<file path="config.mk">
export PLATFORM = sky130hd
export DESIGN_NAME = pipeline_ctrl_flat
export DESIGN_NICKNAME = d
export VERILOG_FILES = /design/src/rtl/pipeline_ctrl_if.sv /design/src/rtl/pipeline_ctrl.sv /design/src/flat_wrapper.sv
export SDC_FILE = /design/constraint.sdc
export NUM_CORES = 1
export LEC_CHECK = 0
export BUFFER_PORTS_ARGS = -buffer_cell sky130_fd_sc_hd__buf_2
export CAP_MARGIN = 40
export CORE_MARGIN = 4
export CORE_UTILIZATION = 29
export DETAILED_ROUTE_END_ITERATION = 12
export SKIP_CTS_REPAIR_TIMING = 1
export SYNTH_ARGS = -nofsm -noshare
export SYNTH_HDL_FRONTEND = slang
export SYNTH_SLANG_ARGS = --single-unit
</file>
<file path="constraint.sdc">
create_clock -name clk -period 2.13 [get_ports clk]
set_clock_uncertainty 0.2 [all_clocks]
set_input_delay 0 -clock clk [delete_from_list [all_inputs] [get_ports clk]]
set_output_delay 0 -clock clk [all_outputs]
set_load 0.005 [all_outputs]
</file>
<file path="src/rtl/pipeline_ctrl_if.sv">
// Hazard/stall control bundle between the pipeline datapath (master) and pipeline_ctrl (slave).
// dbg_state mirrors the controller FSM (0 RUN, 1 MEM_WAIT, 2 HALT) for checkers.
interface pipeline_ctrl_if;
  logic [4:0]  Rs1D, Rs2D, Rs1E, Rs2E, RdE, RdM, RdW;
  logic        RegWriteM, RegWriteW, ResultSrcE, PCSrcE;
  // Memory handshake: an access is pending while MemReqM is high and completes in the
  // first cycle that MemReadyM is high; MemReqM must stay high until that cycle.
  logic        MemReqM, MemReadyM;
  logic        StallF, StallD, StallE, StallM;
  logic        FlushD, FlushE, FlushW;
  logic [1:0]  ForwardAE, ForwardBE;
  logic        MemErr, Halted;
  logic [31:0] StallCnt, FlushCnt;
  logic [1:0]  dbg_state;

  modport master (
    output Rs1D, Rs2D, Rs1E, Rs2E, RdE, RdM, RdW,
    output RegWriteM, RegWriteW, ResultSrcE, PCSrcE, MemReqM, MemReadyM,
    input  StallF, StallD, StallE, StallM, FlushD, FlushE, FlushW,
    input  ForwardAE, ForwardBE, MemErr, Halted, StallCnt, FlushCnt, dbg_state
  );

  modport slave (
    input  Rs1D, Rs2D, Rs1E, Rs2E, RdE, RdM, RdW,
    input  RegWriteM, RegWriteW, ResultSrcE, PCSrcE, MemReqM, MemReadyM,
    output StallF, StallD, StallE, StallM, FlushD, FlushE, FlushW,
    output ForwardAE, ForwardBE, MemErr, Halted, StallCnt, FlushCnt, dbg_state
  );
endinterface

</file>
<file path="src/rtl/pipeline_ctrl.sv">
// Five-stage pipeline hazard unit: forwarding, load-use/branch stalls, memory-wait FSM with timeout halt.
// Define PIPELINE_CTRL_PERF_CNT_EN to build the StallCnt/FlushCnt performance counters.
module pipeline_ctrl #(
  parameter int unsigned TIMEOUT = 16
) (
  input logic         clk,
  input logic         rst,
  pipeline_ctrl_if.slave bus
);

  typedef enum logic [1:0] {
    RUN      = 2'd0,
    MEM_WAIT = 2'd1,
    HALT     = 2'd2
  } state_t;

  localparam logic [7:0] WAIT_LAST = 8'(TIMEOUT - 1);

  state_t     state, state_nxt;
  logic [7:0] wait_cnt, wait_cnt_nxt;
  logic       mem_err;
  logic       lw_stall, mem_stall;
  logic       stall_f, stall_d, stall_e, stall_m;
  logic       flush_d, flush_e, flush_w;
  logic [1:0] fwd_a, fwd_b;

  // Memory stage beats Writeback because it holds the younger value.
  always_comb begin
    fwd_a = 2'b00;
    if (bus.RegWriteM && bus.RdM != 5'd0 && bus.RdM == bus.Rs1E)      fwd_a = 2'b10;
    else if (bus.RegWriteW && bus.RdW != 5'd0 && bus.RdW == bus.Rs1E) fwd_a = 2'b01;
    fwd_b = 2'b00;
    if (bus.RegWriteM && bus.RdM != 5'd0 && bus.RdM == bus.Rs2E)      fwd_b = 2'b10;
    else if (bus.RegWriteW && bus.RdW != 5'd0 && bus.RdW == bus.Rs2E) fwd_b = 2'b01;
  end

  assign lw_stall  = bus.ResultSrcE && (bus.RdE != 5'd0) &&
                     ((bus.RdE == bus.Rs1D) || (bus.RdE == bus.Rs2D));
  assign mem_stall = ((state == RUN) && bus.MemReqM && !bus.MemReadyM) ||
                     ((state == MEM_WAIT) && !bus.MemReadyM);

  always_ff @(posedge clk or posedge rst) begin
    if (rst) begin
      state    <= RUN;
      wait_cnt <= 8'd0;
      mem_err  <= 1'b0;
    end else begin
      state    <= state_nxt;
      wait_cnt <= wait_cnt_nxt;
      if (state == MEM_WAIT && state_nxt == HALT) mem_err <= 1'b1;
    end
  end

  always_comb begin
    state_nxt    = state;
    wait_cnt_nxt = wait_cnt;
    stall_f      = 1'b0;
    stall_d      = 1'b0;
    stall_e      = 1'b0;
    stall_m      = 1'b0;
    flush_d      = 1'b0;
    flush_e      = 1'b0;
    flush_w      = 1'b0;

    case (state)
      RUN: begin
        if (bus.MemReqM && !bus.MemReadyM) begin
          state_nxt    = MEM_WAIT;
          wait_cnt_nxt = 8'd0;
        end
      end
      MEM_WAIT: begin
        if (bus.MemReadyM) begin
          state_nxt = RUN;
        end else begin
          wait_cnt_nxt = wait_cnt + 8'd1;
          if (wait_cnt == WAIT_LAST) state_nxt = HALT;
        end
      end
      HALT:    state_nxt = HALT;
      default: state_nxt = RUN;
    endcase

    // A held E stage keeps branch/load-use decisions pending until the stall lifts.
    if (mem_stall || state == HALT) begin
      stall_f = 1'b1;
      stall_d = 1'b1;
      stall_e = 1'b1;
      stall_m = 1'b1;
      flush_w = 1'b1;
    end else begin
      stall_f = lw_stall && !bus.PCSrcE;
      stall_d = lw_stall && !bus.PCSrcE;
      flush_d = bus.PCSrcE;
      flush_e = bus.PCSrcE || lw_stall;
    end
  end

`ifdef PIPELINE_CTRL_PERF_CNT_EN
  logic [31:0] stall_cnt, flush_cnt;

  always_ff @(posedge clk or posedge rst) begin
    if (rst) begin
      stall_cnt <= 32'd0;
      flush_cnt <= 32'd0;
    end else begin
      if (stall_f && state != HALT) stall_cnt <= stall_cnt + 32'd1;
      if (flush_d)                  flush_cnt <= flush_cnt + 32'd1;
    end
  end

  assign bus.StallCnt = stall_cnt;
  assign bus.FlushCnt = flush_cnt;
`else
  assign bus.StallCnt = 32'd0;
  assign bus.FlushCnt = 32'd0;
`endif

  assign bus.StallF    = stall_f;
  assign bus.StallD    = stall_d;
  assign bus.StallE    = stall_e;
  assign bus.StallM    = stall_m;
  assign bus.FlushD    = flush_d;
  assign bus.FlushE    = flush_e;
  assign bus.FlushW    = flush_w;
  assign bus.ForwardAE = fwd_a;
  assign bus.ForwardBE = fwd_b;
  assign bus.MemErr    = mem_err;
  assign bus.Halted    = (state == HALT);
  assign bus.dbg_state = state;

endmodule

</file>
<file path="src/flat_wrapper.sv">
// flat-port wrapper written by rule: the top's interface ports become plain ports
module pipeline_ctrl_flat 
#(
  parameter int unsigned TIMEOUT = 16
)
  (clk, rst, bus_Rs1D, bus_Rs2D, bus_Rs1E, bus_Rs2E, bus_RdE, bus_RdM, bus_RdW, bus_RegWriteM, bus_RegWriteW, bus_ResultSrcE, bus_PCSrcE, bus_MemReqM, bus_MemReadyM, bus_StallF, bus_StallD, bus_StallE, bus_StallM, bus_FlushD, bus_FlushE, bus_FlushW, bus_ForwardAE, bus_ForwardBE, bus_MemErr, bus_Halted, bus_StallCnt, bus_FlushCnt, bus_dbg_state);
  pipeline_ctrl_if bus_i ();
  input logic clk;
  input logic rst;
  input wire logic [$bits(bus_i.Rs1D)-1:0] bus_Rs1D;
  input wire logic [$bits(bus_i.Rs2D)-1:0] bus_Rs2D;
  input wire logic [$bits(bus_i.Rs1E)-1:0] bus_Rs1E;
  input wire logic [$bits(bus_i.Rs2E)-1:0] bus_Rs2E;
  input wire logic [$bits(bus_i.RdE)-1:0] bus_RdE;
  input wire logic [$bits(bus_i.RdM)-1:0] bus_RdM;
  input wire logic [$bits(bus_i.RdW)-1:0] bus_RdW;
  input wire logic [$bits(bus_i.RegWriteM)-1:0] bus_RegWriteM;
  input wire logic [$bits(bus_i.RegWriteW)-1:0] bus_RegWriteW;
  input wire logic [$bits(bus_i.ResultSrcE)-1:0] bus_ResultSrcE;
  input wire logic [$bits(bus_i.PCSrcE)-1:0] bus_PCSrcE;
  input wire logic [$bits(bus_i.MemReqM)-1:0] bus_MemReqM;
  input wire logic [$bits(bus_i.MemReadyM)-1:0] bus_MemReadyM;
  output wire logic [$bits(bus_i.StallF)-1:0] bus_StallF;
  output wire logic [$bits(bus_i.StallD)-1:0] bus_StallD;
  output wire logic [$bits(bus_i.StallE)-1:0] bus_StallE;
  output wire logic [$bits(bus_i.StallM)-1:0] bus_StallM;
  output wire logic [$bits(bus_i.FlushD)-1:0] bus_FlushD;
  output wire logic [$bits(bus_i.FlushE)-1:0] bus_FlushE;
  output wire logic [$bits(bus_i.FlushW)-1:0] bus_FlushW;
  output wire logic [$bits(bus_i.ForwardAE)-1:0] bus_ForwardAE;
  output wire logic [$bits(bus_i.ForwardBE)-1:0] bus_ForwardBE;
  output wire logic [$bits(bus_i.MemErr)-1:0] bus_MemErr;
  output wire logic [$bits(bus_i.Halted)-1:0] bus_Halted;
  output wire logic [$bits(bus_i.StallCnt)-1:0] bus_StallCnt;
  output wire logic [$bits(bus_i.FlushCnt)-1:0] bus_FlushCnt;
  output wire logic [$bits(bus_i.dbg_state)-1:0] bus_dbg_state;
  assign bus_i.Rs1D = bus_Rs1D;
  assign bus_i.Rs2D = bus_Rs2D;
  assign bus_i.Rs1E = bus_Rs1E;
  assign bus_i.Rs2E = bus_Rs2E;
  assign bus_i.RdE = bus_RdE;
  assign bus_i.RdM = bus_RdM;
  assign bus_i.RdW = bus_RdW;
  assign bus_i.RegWriteM = bus_RegWriteM;
  assign bus_i.RegWriteW = bus_RegWriteW;
  assign bus_i.ResultSrcE = bus_ResultSrcE;
  assign bus_i.PCSrcE = bus_PCSrcE;
  assign bus_i.MemReqM = bus_MemReqM;
  assign bus_i.MemReadyM = bus_MemReadyM;
  assign bus_StallF = bus_i.StallF;
  assign bus_StallD = bus_i.StallD;
  assign bus_StallE = bus_i.StallE;
  assign bus_StallM = bus_i.StallM;
  assign bus_FlushD = bus_i.FlushD;
  assign bus_FlushE = bus_i.FlushE;
  assign bus_FlushW = bus_i.FlushW;
  assign bus_ForwardAE = bus_i.ForwardAE;
  assign bus_ForwardBE = bus_i.ForwardBE;
  assign bus_MemErr = bus_i.MemErr;
  assign bus_Halted = bus_i.Halted;
  assign bus_StallCnt = bus_i.StallCnt;
  assign bus_FlushCnt = bus_i.FlushCnt;
  assign bus_dbg_state = bus_i.dbg_state;
  pipeline_ctrl #(.TIMEOUT(TIMEOUT)) u_core (.clk(clk), .rst(rst), .bus(bus_i));
endmodule
</file>
Word level (Yosys, flattened, before mapping)
Cells that the tools add are included.
{"block": "word_totals", "reg_bits": 11, "latch_bits": 0, "mem_bits_rw": 0, "romBits": 0, "in_bits": 43, "output_inout_bits": 79, "wordCells": 57, "mem_count": 0}
{"block": "op_classes", "add_sub_neg": 1, "multipliers": 0, "div_mod_pow": 0, "n_lt_le_gt_ge": 0, "eq_ne": 12, "shifts": 0, "mux": 15, "bitwise": 0, "reduce_logical": 26}
{"cell": "equality test 5 bit", "n": 6}
{"cell": "2-to-1 mux 8 bit", "n": 2}
{"cell": "case mux 8 bit (2 select lines)", "n": 1}
{"cell": "nonzero test 5 bit", "n": 3}
{"cell": "logical AND 1 bit", "n": 14}
{"cell": "2-to-1 mux 2 bit", "n": 5}
{"cell": "adder 8 x 1 -> 8 bit (second input constant)", "n": 1}
{"cell": "equality test 8 x 4 -> 1 bit (second input constant)", "n": 1}
{"cell": "2-to-1 mux 1 bit", "n": 6}
{"cell": "case mux 2 bit (3 select lines)", "n": 1}
{"cell": "equality test 2 bit (second input constant)", "n": 2}
{"cell": "logical OR 1 bit", "n": 4}
{"cell": "inequality test 2 bit (second input constant)", "n": 2}
{"cell": "AND reduction 3 bit", "n": 1}
{"cell": "equality test 2 x 1 -> 1 bit (second input constant)", "n": 1}
{"cell": "logical NOT 1 bit", "n": 2}
{"cell": "logical NOT 2 bit", "n": 1}
{"cell": "nonzero test 2 bit", "n": 1}

Depth between registers and ports, before layout
Gate-level depths: netlist of the first run.
{"block": "logic_depth", "depth_word": 6, "mapped_depth": 5, "ltp_nobuf": 5}

Worst setup path before layout of the first run
Ideal clock, no wire load.
{"block": "synth_path", "path_kind": "flip-flop to flip-flop", "start": "register u_core.state[1] (netlist: u_core.bus.dbg_state[1])", "end": "register u_core.wait_cnt[7]", "t_arrival_ns": 1.506, "t_required_ns": 1.852, "setup_slack_ns": 0.347, "path_stages_with_launch": 6, "path_buffers": 1, "period_less_slack_ns": 1.783, "path_cell_list": "dfrtp_1 -> or2_0 -> buf_6 -> nor4_4 -> or3b_1 -> a21oi_1"}
{"block": "synth_via", "elab_chain_cells": 3, "elab_cells_between_ends": 7}
{"item": "from (decl)", "line": "pipeline_ctrl.sv:19", "source": "state_t state, state_nxt;"}
{"item": "from (signal assigned)", "line": "pipeline_ctrl.sv:48", "source": "state <= state_nxt;"}
{"item": "equality test 2 x 1 -> 1 bit / logical NOT 2 bit (equally long branches)", "line": "pipeline_ctrl.sv:65", "source": "case (state)"}
{"item": "inequality test 2 bit (no line) / nonzero test 2 bit (equally long branches)"}
{"item": "AND reduction 3 bit (no line)"}
{"item": "to (signal assigned)", "line": "pipeline_ctrl.sv:49", "source": "wait_cnt <= wait_cnt_nxt;"}
{"item": "to (decl)", "line": "pipeline_ctrl.sv:20", "source": "logic [7:0] wait_cnt, wait_cnt_nxt;"}
Parallel ways exist; a longest one is shown, timed or not.
A chain may end at the register's enable or synchronous reset.

Final worst setup path of the first run
{"block": "layout_path", "start": "register u_core.state[1] (netlist: u_core.bus.dbg_state[1])", "end": "output port bus_FlushE"}
{"block": "layout_via", "elab_chain_cells": 6, "elab_cells_between_ends": 9}
{"item": "logical NOT 2 bit", "line": "pipeline_ctrl.sv:39", "source": "assign mem_stall = ((state == RUN) && bus.MemReqM && !bus.MemReadyM) ||"}
{"item": "logical AND 1 bit (2 in a row)", "line": "pipeline_ctrl.sv:39"}
{"item": "logical OR 1 bit", "line": "pipeline_ctrl.sv:39"}
{"item": "logical OR 1 bit *", "line": "pipeline_ctrl.sv:85", "source": "if (mem_stall || state == HALT) begin"}
{"item": "2-to-1 mux 1 bit *", "line": "pipeline_ctrl.sv:85"}
{"item": "to (decl)", "line": "flat_wrapper.sv:28", "source": "output wire logic [$bits(bus_i.FlushE)-1:0] bus_FlushE;"}
Every way passes the cells marked *; elsewhere a longest branch is shown, timed or not.

==> flow_summary_export.csv, run 1 <==
group,metric,value,unit
run_status,status,"completed",
timing,min_period,1920,ps
pwr,p_leak,0.000845,uW
detailed_routing,firstDrtPassIters,4,
pwr,power.density,366,nW/um2
setup_path,crit_path_start_kind,"flop",
cts,htree_levels,1,
global_route,grtUsageTotal,8.46,%
hold_path,min_path_type,"in -> reg",
die,die_area,6300,um2
global_route,grt_pass1_vias,1067,
finish,regArea,275,um2
die,die_width,79.4,um
die,initial_core_util,30.6,%
yosys,syn_inst,180,
setup_path,crit_slowest_cell,"dfrtp_1",
yosys,netlist-cell-type-count,30,
timing,hold_viol,0,
pwr,power,598,uW
timing,holdWs,31.3,ps
timing,slew_viol_final,0,
finish,multiInputGateArea,901,um2
setup_path,worstPathArrival,1720,ps
timing,tns,0,ps
finish,areaGrowthSynthToFinish,10.8,%
cts,numCtsBuffers,3,
timing,max_freq,0.520,GHz
finish,fillCellCount,529,
setup_path,critPathKind,"reg -> out",
setup_path,crit_fanout,6,
setup_path,max_stage_delay,380,ps
global_route,antenna_found_initial,0,
pwr,p_int,415,uW
place,port_buffers,57,
detailed_routing,routed_wl,2980,um
setup_path,cp.required,1930,ps
place,routabilityCongestion,0.769,
setup_path,end_kind,"output pin",
detailed_routing,wl_per_cell,9.76,um
detailed_routing,drtIter0Drc,27,
yosys,ys_ff_latch,11,
place,dp_hpwl,2680,um
yosys,syn_avg_cell_area,8.20,um2
detailed_routing,vias_per_cell,3.84,
detailed_routing,route.detailed.drc,0,
timing,fin_crit_sh,90.4,%
yosys,synth_top_area_share,34.1,%
finish,layout.nets,283,
setup_path,critPathTopFamily,"buffers and inverters",
finish,drive_above_1_share,26.9,%
yosys,ys.flop_type,"dfrtp_1",
pwr,swShare,30.6,%
finish,fin_util,33.9,%
yosys,synth_area_leaders,"buf_4 (34%), dfrtp_1 (19%), xor2_1 (14%)",
yosys,synth_edf_count,0,
setup_path,crit_chain,"or2_0, buf_4, o21a_1, inv_1, o31ai_1, buf_2",
cts,cts_sinks,11,
timing,rsz0062_at_grt,"no",
setup_path,worst-path-buf-inv,3,
cts,root_buffer,"clkbuf_8",
global_route,grt.overflow.total,0,
cts,cts.path.max_buffers,2,
detailed_routing,drt.antenna.violating_nets,0,
pwr,max-vdd-ir-drop,251,uV
global_route,grt_max_degree,12,
timing,finalSetupViolCount,0,
yosys,yosysSeqAreaShare,18.6,%
die,core,4820,um2
pwr,p_switching,183,uW
pwr,comb_power_share,27.4,%
yosys,synthArstFlopShare,100,%
pwr,power_frac_seq,37.4,%
yosys,yosysWarnings,0,
cts,clock_latency,240,ps
yosys,synth_top_area_cell,"buf_4",
run,cap_viol_max_count,0,
cts,clk_pin_slew_worst_paths,50,ps
detailed_routing,vias,1170,
pwr,clkPwrFrac,35.2,%
finish,diodes,0,
cts,cts_tree,"done",
global_route,grt_pass1_wl,4350,um
die,chipHeight,79.4,um
die,pin_count,122,
die,row_count,25,
yosys,netlist_area,1480,um2
cell usage after synthesis (all sizes together) (4+ instances only):
| library cell | instances |
|---|---|
| nor4 | 6 |
| nand2 | 9 |
| xor2 | 24 |
| nand3 | 4 |
| o31ai | 4 |
| dfrtp | 11 |
| nor3 | 5 |
| o21ai | 4 |
| xnor2 | 10 |
| or4 | 7 |
| buf | 68 |
| nor2 | 9 |
| inv | 5 |
placed cells by master (no fill, tap or decap), types with 2 or more instances in the layout:
cell type  synthesis  final
buf_2              0     57
buf_4             67      2
clkbuf_8           0      3
conb_1             1     64
dfrtp_1           11     11
inv_1              5      5
nand2_1            9      9
nand3_1            4      4
nor2_1             9      9
nor3_1             5      5
nor4_1             5      5
o21ai_0            2      2
o21ai_1            2      2
o31ai_1            4      4
or4_1              7      7
xnor2_1           10     10
xor2_1            24     24
cell families after synthesis:
kind of cell / count (synthesis) / synth area share (%)
buffers and inverters: 74 / 36.4
xor gates and xnor gates: 34 / 20.2
and+or+nand+nor: 45 / 17.1
adders and majority gates: 1 / 0.847
muxes: 1 / 0.678
other: 1 / 0.254
DFF: 11 / 18.6
AOI/OAI and AO/OA: 13 / 5.93
final cells by class:
| type | instances | area share (%) |
|---|---|---|
| clock inverter | 1 | 0.306 |
| tap | 67 | 5.13 |
| sequential | 11 | 16.8 |
| inverter | 5 | 1.15 |
| clock buffer | 3 | 2.52 |
| timing repair buffer | 60 | 19.0 |
| multi-input combinational | 158 | 55.1 |
metal layers:
metal	up-vias	share of wire, %	GRT usage (%)
li1	578	-	-
met1	517	36	9.66
met2	70	51	15.2
met3	5	12	2.27
met4	0	0.87	2.58
met5	-	0	0
through the flow:
step | std cells | worst slack, ps | instance area (um2)
after floorplan | 243 | 347 | 1710
after global placement | 300 | 368 | 1580
after detailed placement | 300 | 317 | 1580
after CTS | 304 | 148 | 1630
after global routing | 305 | 10.8 | 1640
final | 305 | 205 | 1640
sequential cells by signal, summed over array words and instances (netlist names):
register              count
u_core.wait_cnt           8
u_core.bus.dbg_state      2
u_core.bus.MemErr         1
power by group through the flow:
stage               clock [uW]  sequential, uW  combinational [uW]
floorplan                    0             226                 175
detailed placement           0             227                 160
finish                     210             224                 164
global placement             0             227                 159
global route               226             225                 187
CTS                        220             224                 161
final timing paths:
| kind | start | end | slack [ps] | cells after the start |
|---|---|---|---|---|
| worst max-delay path | u_core.bus.dbg_state[1]$_DFF_PP0_ | bus_FlushE | 210 | 6 |
| worst min-delay path | bus_MemReqM | u_core.bus.dbg_state[0]$_DFF_PP0_ | 30 | 4 |
| worst max register to register | u_core.bus.dbg_state[1]$_DFF_PP0_ | u_core.wait_cnt[7]$_DFFE_PP0P_ | 320 | 4 |
| worst min register to register | u_core.bus.MemErr$_DFFE_PP0P_ | u_core.bus.MemErr$_DFFE_PP0P_ | 270 | 1 |
| max in group asynchronous | rst | u_core.wait_cnt[7]$_DFFE_PP0P_ | 1360 | 3 |
| min in group asynchronous | rst | u_core.wait_cnt[0]$_DFFE_PP0P_ | 90 | 3 |
worst reg2reg max path: stages (launching register included):
cell and delay (ps):
dfrtp_1 400, or2_0 290, nor4_4 320, or3b_1 370, a21oi_1 150
Power figures use the tool's default switching activity.
==> inputs of run 2 (changes only) <==
--- a/config.mk
+++ b/config.mk
@@ -7,9 +7,12 @@
 export LEC_CHECK = 0
 export BUFFER_PORTS_ARGS = -buffer_cell sky130_fd_sc_hd__buf_2
 export CAP_MARGIN = 40
+export CELL_PAD_IN_SITES_DETAIL_PLACEMENT = 0
+export CELL_PAD_IN_SITES_GLOBAL_PLACEMENT = 1
 export CORE_MARGIN = 4
-export CORE_UTILIZATION = 29
+export CORE_UTILIZATION = 26
 export DETAILED_ROUTE_END_ITERATION = 12
+export PLACE_DENSITY_LB_ADDON = 0.1
 export SKIP_CTS_REPAIR_TIMING = 1
 export SYNTH_ARGS = -nofsm -noshare
 export SYNTH_HDL_FRONTEND = slang
==> constraint.sdc (replaced) <==
create_clock -name clk -period 2.02 [get_ports clk]
set_clock_uncertainty 0.2 [all_clocks]
set_input_delay 0 -clock clk [delete_from_list [all_inputs] [get_ports clk]]
set_output_delay 0 -clock clk [all_outputs]
set_load 0.005 [all_outputs]
==> flow_summary_export.csv, run 2 (synthesis results as in run 1) <==
group,metric,value,unit
finish,diodes,0,
detailed_routing,vias,1138,
finish,layout.nets,283,
setup_path,r2r_cells,4,
cts,root_buffer,"clkbuf_8",
setup_path,r2r_setup_slack,250,ps
finish,drive_above_1_share,26.5,%
run,cap_viol_max_count,0,
timing,holdWs,-26.7,ps
detailed_routing,routed_wl,3210,um
setup_path,max_stage_delay,400,ps
pwr,power.density,384,nW/um2
timing,rsz0062_at_grt,"no",
cts,numCtsBuffers,3,
global_route,grt_pass1_wl,4920,um
place,post_dp_cell_area,1590,um2
setup_path,crit_slowest_cell,"dfrtp_1",
die,row_count,27,
die,chipHeight,83.4,um
setup_path,crit_path_start_kind,"flop",
cts,cts_tree,"done",
setup_path,cp.required,1820,ps
hold_path,worstHoldStart,"bus_MemReqM",
die,die_width,83.4,um
pwr,p_leak,0.000844,uW
global_route,grtUsageTotal,8.57,%
setup_path,worstPathArrival,1620,ps
timing,hold_viol,1,
place,dpl.cell_count,305,
die,initial_core_util,26.8,%
detailed_routing,wl_per_cell,10.4,um
timing,min_period,1820,ps
finish,largest_reg_flops,8,
cts,htree_levels,1,
place,dp_slack,249,ps
die,core,5510,um2
detailed_routing,drt.antenna.violating_nets,0,
die,pin_count,122,
finish,final_area,1640,um2
setup_path,end_kind,"output pin",
global_route,grt.overflow.total,0,
pwr,max-vdd-ir-drop,287,uV
detailed_routing,vias_per_cell,3.67,
hold_path,min_to,"u_core.bus.dbg_state[0]$_DFF_PP0_",
setup_path,critPathKind,"reg -> out",
setup_path,crit_chain,"or2_1, buf_4, o21a_1, inv_1, o31ai_1, buf_2",
setup_path,reg2reg_from,"u_core.bus.dbg_state[1]$_DFF_PP0_",
detailed_routing,firstDrtPassIters,4,
timing,fin_ws,203,ps
finish,layout.cells.non_filler,310,
place,dp_hpwl,2880,um
timing,tns,0,ps
setup_path,crit_fanout,6,
cts,cts.path.max_buffers,2,
cts,cts_sinks,11,
run_status,status,"complete, but fails checks",
timing,fin_crit_sh,90.0,%
cts,clk_pin_slew_worst_paths,50,ps
finish,layout_common_cells,"conb_1 (64), buf_2 (57), xor2_1 (24)",
cts,clock_latency,240,ps
place,routabilityCongestion,0.794,
hold_path,worstHoldPathCells,3,
finish,top_register,"u_core.wait_cnt",
die,die_area,6950,um2
place,port_buffers,57,
detailed_routing,drtIter0Drc,30,
finish,final_common_cell,"conb_1",
timing,slew_viol_final,0,
global_route,antenna_found_initial,0,
hold_path,min_path_type,"in -> reg",
timing,finalSetupViolCount,0,
timing,max_freq,0.550,GHz
global_route,grt_max_degree,12,
finish,areaGrowthSynthToFinish,11.1,%
setup_path,r2r-end,"u_core.wait_cnt[7]$_DFFE_PP0P_",
global_route,grt_pass1_vias,1105,
detailed_routing,route.detailed.drc,0,
run_status,violations,"negative hold slack",
## run 2: cell count changes in the layout (fill, tap and decap cells not counted)
cell,change
clkbuf_1,+1
or2_1,+1
clkinv_2,-1
or2_0,-1
## run 2: worst max-delay path by stage
| stage | start | end | slack, ps | depth (start not counted) |
|---|---|---|---|---|
| 4_1_cts | u_core.bus.dbg_state[1]$_DFF_PP0_ | bus_FlushE | 110 | 6 |
| 3_5_place_dp | u_core.bus.dbg_state[1]$_DFF_PP0_ | u_core.wait_cnt[7]$_DFFE_PP0P_ | 250 | 4 |
| 2_1_floorplan | u_core.bus.dbg_state[1]$_DFF_PP0_ | u_core.wait_cnt[7]$_DFFE_PP0P_ | 240 | 5 |
| 6_report | u_core.bus.dbg_state[1]$_DFF_PP0_ | bus_FlushE | 200 | 6 |
| 3_3_place_gp | u_core.bus.dbg_state[1]$_DFF_PP0_ | u_core.wait_cnt[7]$_DFFE_PP0P_ | 240 | 4 |
| 5_1_grt | u_core.bus.dbg_state[0]$_DFF_PP0_ | bus_FlushE | 40 | 5 |
## run 2: area by class of cell
cell class | count | area, um2
multi-input combinational | 158 | 901
inverter | 5 | 18.8
clock buffer | 4 | 45.0
timing repair buffer | 60 | 310
tap | 72 | 90.1
fill | 628 | 3870
sequential | 11 | 275
## run 2: critical path: cells and delay by family, from the launching register on
| kind | cells | cell delay, ps |
|---|---|---|
| compound gates | 2 | 290 |
| simple gates | 1 | 270 |
| flops | 1 | 400 |
| buf+inv | 3 | 410 |
## run 2: where the power goes
group          switching, uW  internal [uW]  leakage, uW
clock network           81.2            138    0.0000228
registers               7.82            229     0.000136
logic                   99.5           73.3     0.000685
total                    189            441     0.000844
## run 2: through the flow
| step | utilization [%] | hold slack (ps) | total power, uW |
|---|---|---|---|
| CTS | 29.6 | -433 | 644 |
| global route | 29.8 | 27.3 | 685 |
| detailed placement | 28.8 | -170 | 410 |
| finish | 29.8 | -26.7 | 629 |
| floorplan | - | -348 | 423 |
| global placement | 28.8 | -172 | 413 |
## run 2: layer usage
metal  up-vias  share of wire (%)  GRT usage, %
met1       492                 37          9.95
met2        63                 50          14.3
met5         -                  0             0
li1        579                  -             -
met4         0                1.4          3.27
met3         4                 11          3.17
==> inputs of run 3 (changes only) <==
==> constraint.sdc (replaced) <==
create_clock -name clk -period 2.02 [get_ports clk]
set_clock_uncertainty 0.2 [all_clocks]
set_input_delay 0 -clock clk [delete_from_list [all_inputs] [get_ports clk]]
set_output_delay 0 -clock clk [all_outputs]
set_load 0.05 [all_outputs]
==> flow_summary_export.csv, run 3 (synthesis results as in run 1) <==
group,metric,value,unit
run_status,status,"completed",
cts,cts.path.max_buffers,2,
detailed_routing,dr_wl_met2,1620,um
pwr,p_int,443,uW
cts,numCtsBuffers,3,
place,routabilityCongestion,0.711,
detailed_routing,vias_per_cell,3.71,
pwr,max-vdd-ir-drop,146,uV
timing,tightest_slew,493,ps
finish,largest_reg_flops,8,
timing,max_freq,0.533,GHz
die,die_width,83.4,um
detailed_routing,top_layer,"met4",
pwr,comb_power_share,48.1,%
finish,drive_above_1_share,30.1,%
detailed_routing,routed_wl,3220,um
finish,diodes,0,
die,core,5510,um2
finish,final_area,1720,um2
timing,holdWs,7.99,ps
setup_path,crit_chain,"nor2_2, o21a_1, inv_1, o31ai_4, clkbuf_4",
detailed_routing,wl_met3,334,um
pwr,clkPwrFrac,25.0,%
setup_path,end_kind,"output pin",
pwr,power_frac_seq,26.9,%
setup_path,worst-path-buf-inv,2,
detailed_routing,wl_per_cell,10.4,um
global_route,grt.overflow.total,0,
run,cap_viol_max_count,0,
finish,layout.nets,284,
global_route,grt_max_degree,12,
detailed_routing,drtIter0Drc,27,
timing,hold_viol,0,
detailed_routing,vias,1154,
timing,fin_ws,145,ps
setup_path,critPathKind,"reg -> out",
global_route,grt_pass1_wl,4840,um
cts,clk_pin_slew_worst_paths,50,ps
timing,fin_crit_sh,92.8,%
die,initial_core_util,26.8,%
timing,max-slew-margin-rel,66.8,%
finish,fillCellCount,617,
setup_path,crit_slowest_cell,"dfrtp_1",
detailed_routing,route.detailed.drc,0,
cts,cts_tree,"done",
global_route,grtUsageTotal,8.45,%
timing,slew_viol_final,0,
setup_path,max_stage_delay,390,ps
finish,top_register,"u_core.wait_cnt",
global_route,grt_pass1_vias,1089,
detailed_routing,met1_length,1200,um
place,dp_hpwl,2930,um
timing,rsz0062_at_grt,"no",
die,die_area,6950,um2
cts,cts_sinks,11,
pwr,swShare,49.7,%
pwr,p_switching,437,uW
die,pin_count,122,
setup_path,crit_fanout,4,
place,port_buffers,57,
die,row_count,27,
hold_path,min_path_type,"in -> reg",
pwr,p_leak,0.000852,uW
setup_path,worstPathArrival,1680,ps
cts,htree_levels,1,
place,post_dp_cell_area,1660,um2
finish,layout_common_cells,"conb_1 (64), buf_2 (56), xor2_1 (24)",
global_route,antenna_found_initial,0,
setup_path,crit_path_start_kind,"flop",
finish,areaGrowthSynthToFinish,16.2,%
finish,final_common_cell,"conb_1",
pwr,power.density,513,nW/um2
setup_path,cp.required,1820,ps
place,dp_slack,126,ps
die,chipHeight,83.4,um
cts,root_buffer,"clkbuf_8",
setup_path,critPathTopFamily,"compound AO/OA/AOI/OAI gates",
detailed_routing,drt.antenna.violating_nets,0,
timing,min_period,1880,ps
timing,finalSetupViolCount,0,
cts,clock_latency,240,ps
detailed_routing,firstDrtPassIters,4,
run 3: final cells by class:
cell class	count	area [um2]	share of cell area, %
clock buffer	4	45.0	2.63
tap	72	90.1	5.25
sequential	11	277	16.1
inverter	5	18.8	1.09
multi-input combinational	158	965	56.2
timing repair buffer	61	320	18.7
run 3: path summary, 6_finish.rpt:
check | slack [ps] | start | depth (start not counted) | endpoint
hold / removal | 8 | bus_MemReadyM | 3 | u_core.wait_cnt[0]$_DFFE_PP0P_
max in group asynchronous | 1190 | rst | 3 | u_core.bus.dbg_state[1]$_DFF_PP0_
hold reg to reg | 270 | u_core.bus.MemErr$_DFFE_PP0P_ | 1 | u_core.bus.MemErr$_DFFE_PP0P_
min in group asynchronous | 110 | rst | 3 | u_core.wait_cnt[0]$_DFFE_PP0P_
setup reg to reg | 190 | u_core.bus.dbg_state[1]$_DFF_PP0_ | 4 | u_core.wait_cnt[7]$_DFFE_PP0P_
setup / recovery | 140 | u_core.bus.dbg_state[0]$_DFF_PP0_ | 5 | bus_FlushE
run 3: per-layer routing:
metal,vias to the layer above,global-route usage (%)
li1,582,-
met1,505,9.71
met2,61,14.2
met3,6,2.58
met4,0,4.01
met5,-,0
run 3: power groups by stage:
| stage | clock network [uW] | registers, uW | logic (uW) |
|---|---|---|---|
| floorplan | 0 | 242 | 439 |
| global placement | 0 | 240 | 423 |
| detailed placement | 0 | 240 | 420 |
| CTS | 225 | 237 | 421 |
| global route | 237 | 238 | 448 |
| finish | 220 | 237 | 423 |
run 3: through the flow:
step           utilization, %  cells  power [uW]  setup TNS (ps)
3_3_place_gp             30.1    306         664               0
2_1_floorplan               -    243         681            -201
4_1_cts                  30.9    310         882           -1.39
6_report                 31.2    311         880               0
3_5_place_dp             30.1    306         660               0
5_1_grt                  31.2    311         922               0
run 3: worst min-delay path: stages:
cell and delay, ps:
buf_2 90, or2_1 210, o31ai_1 100
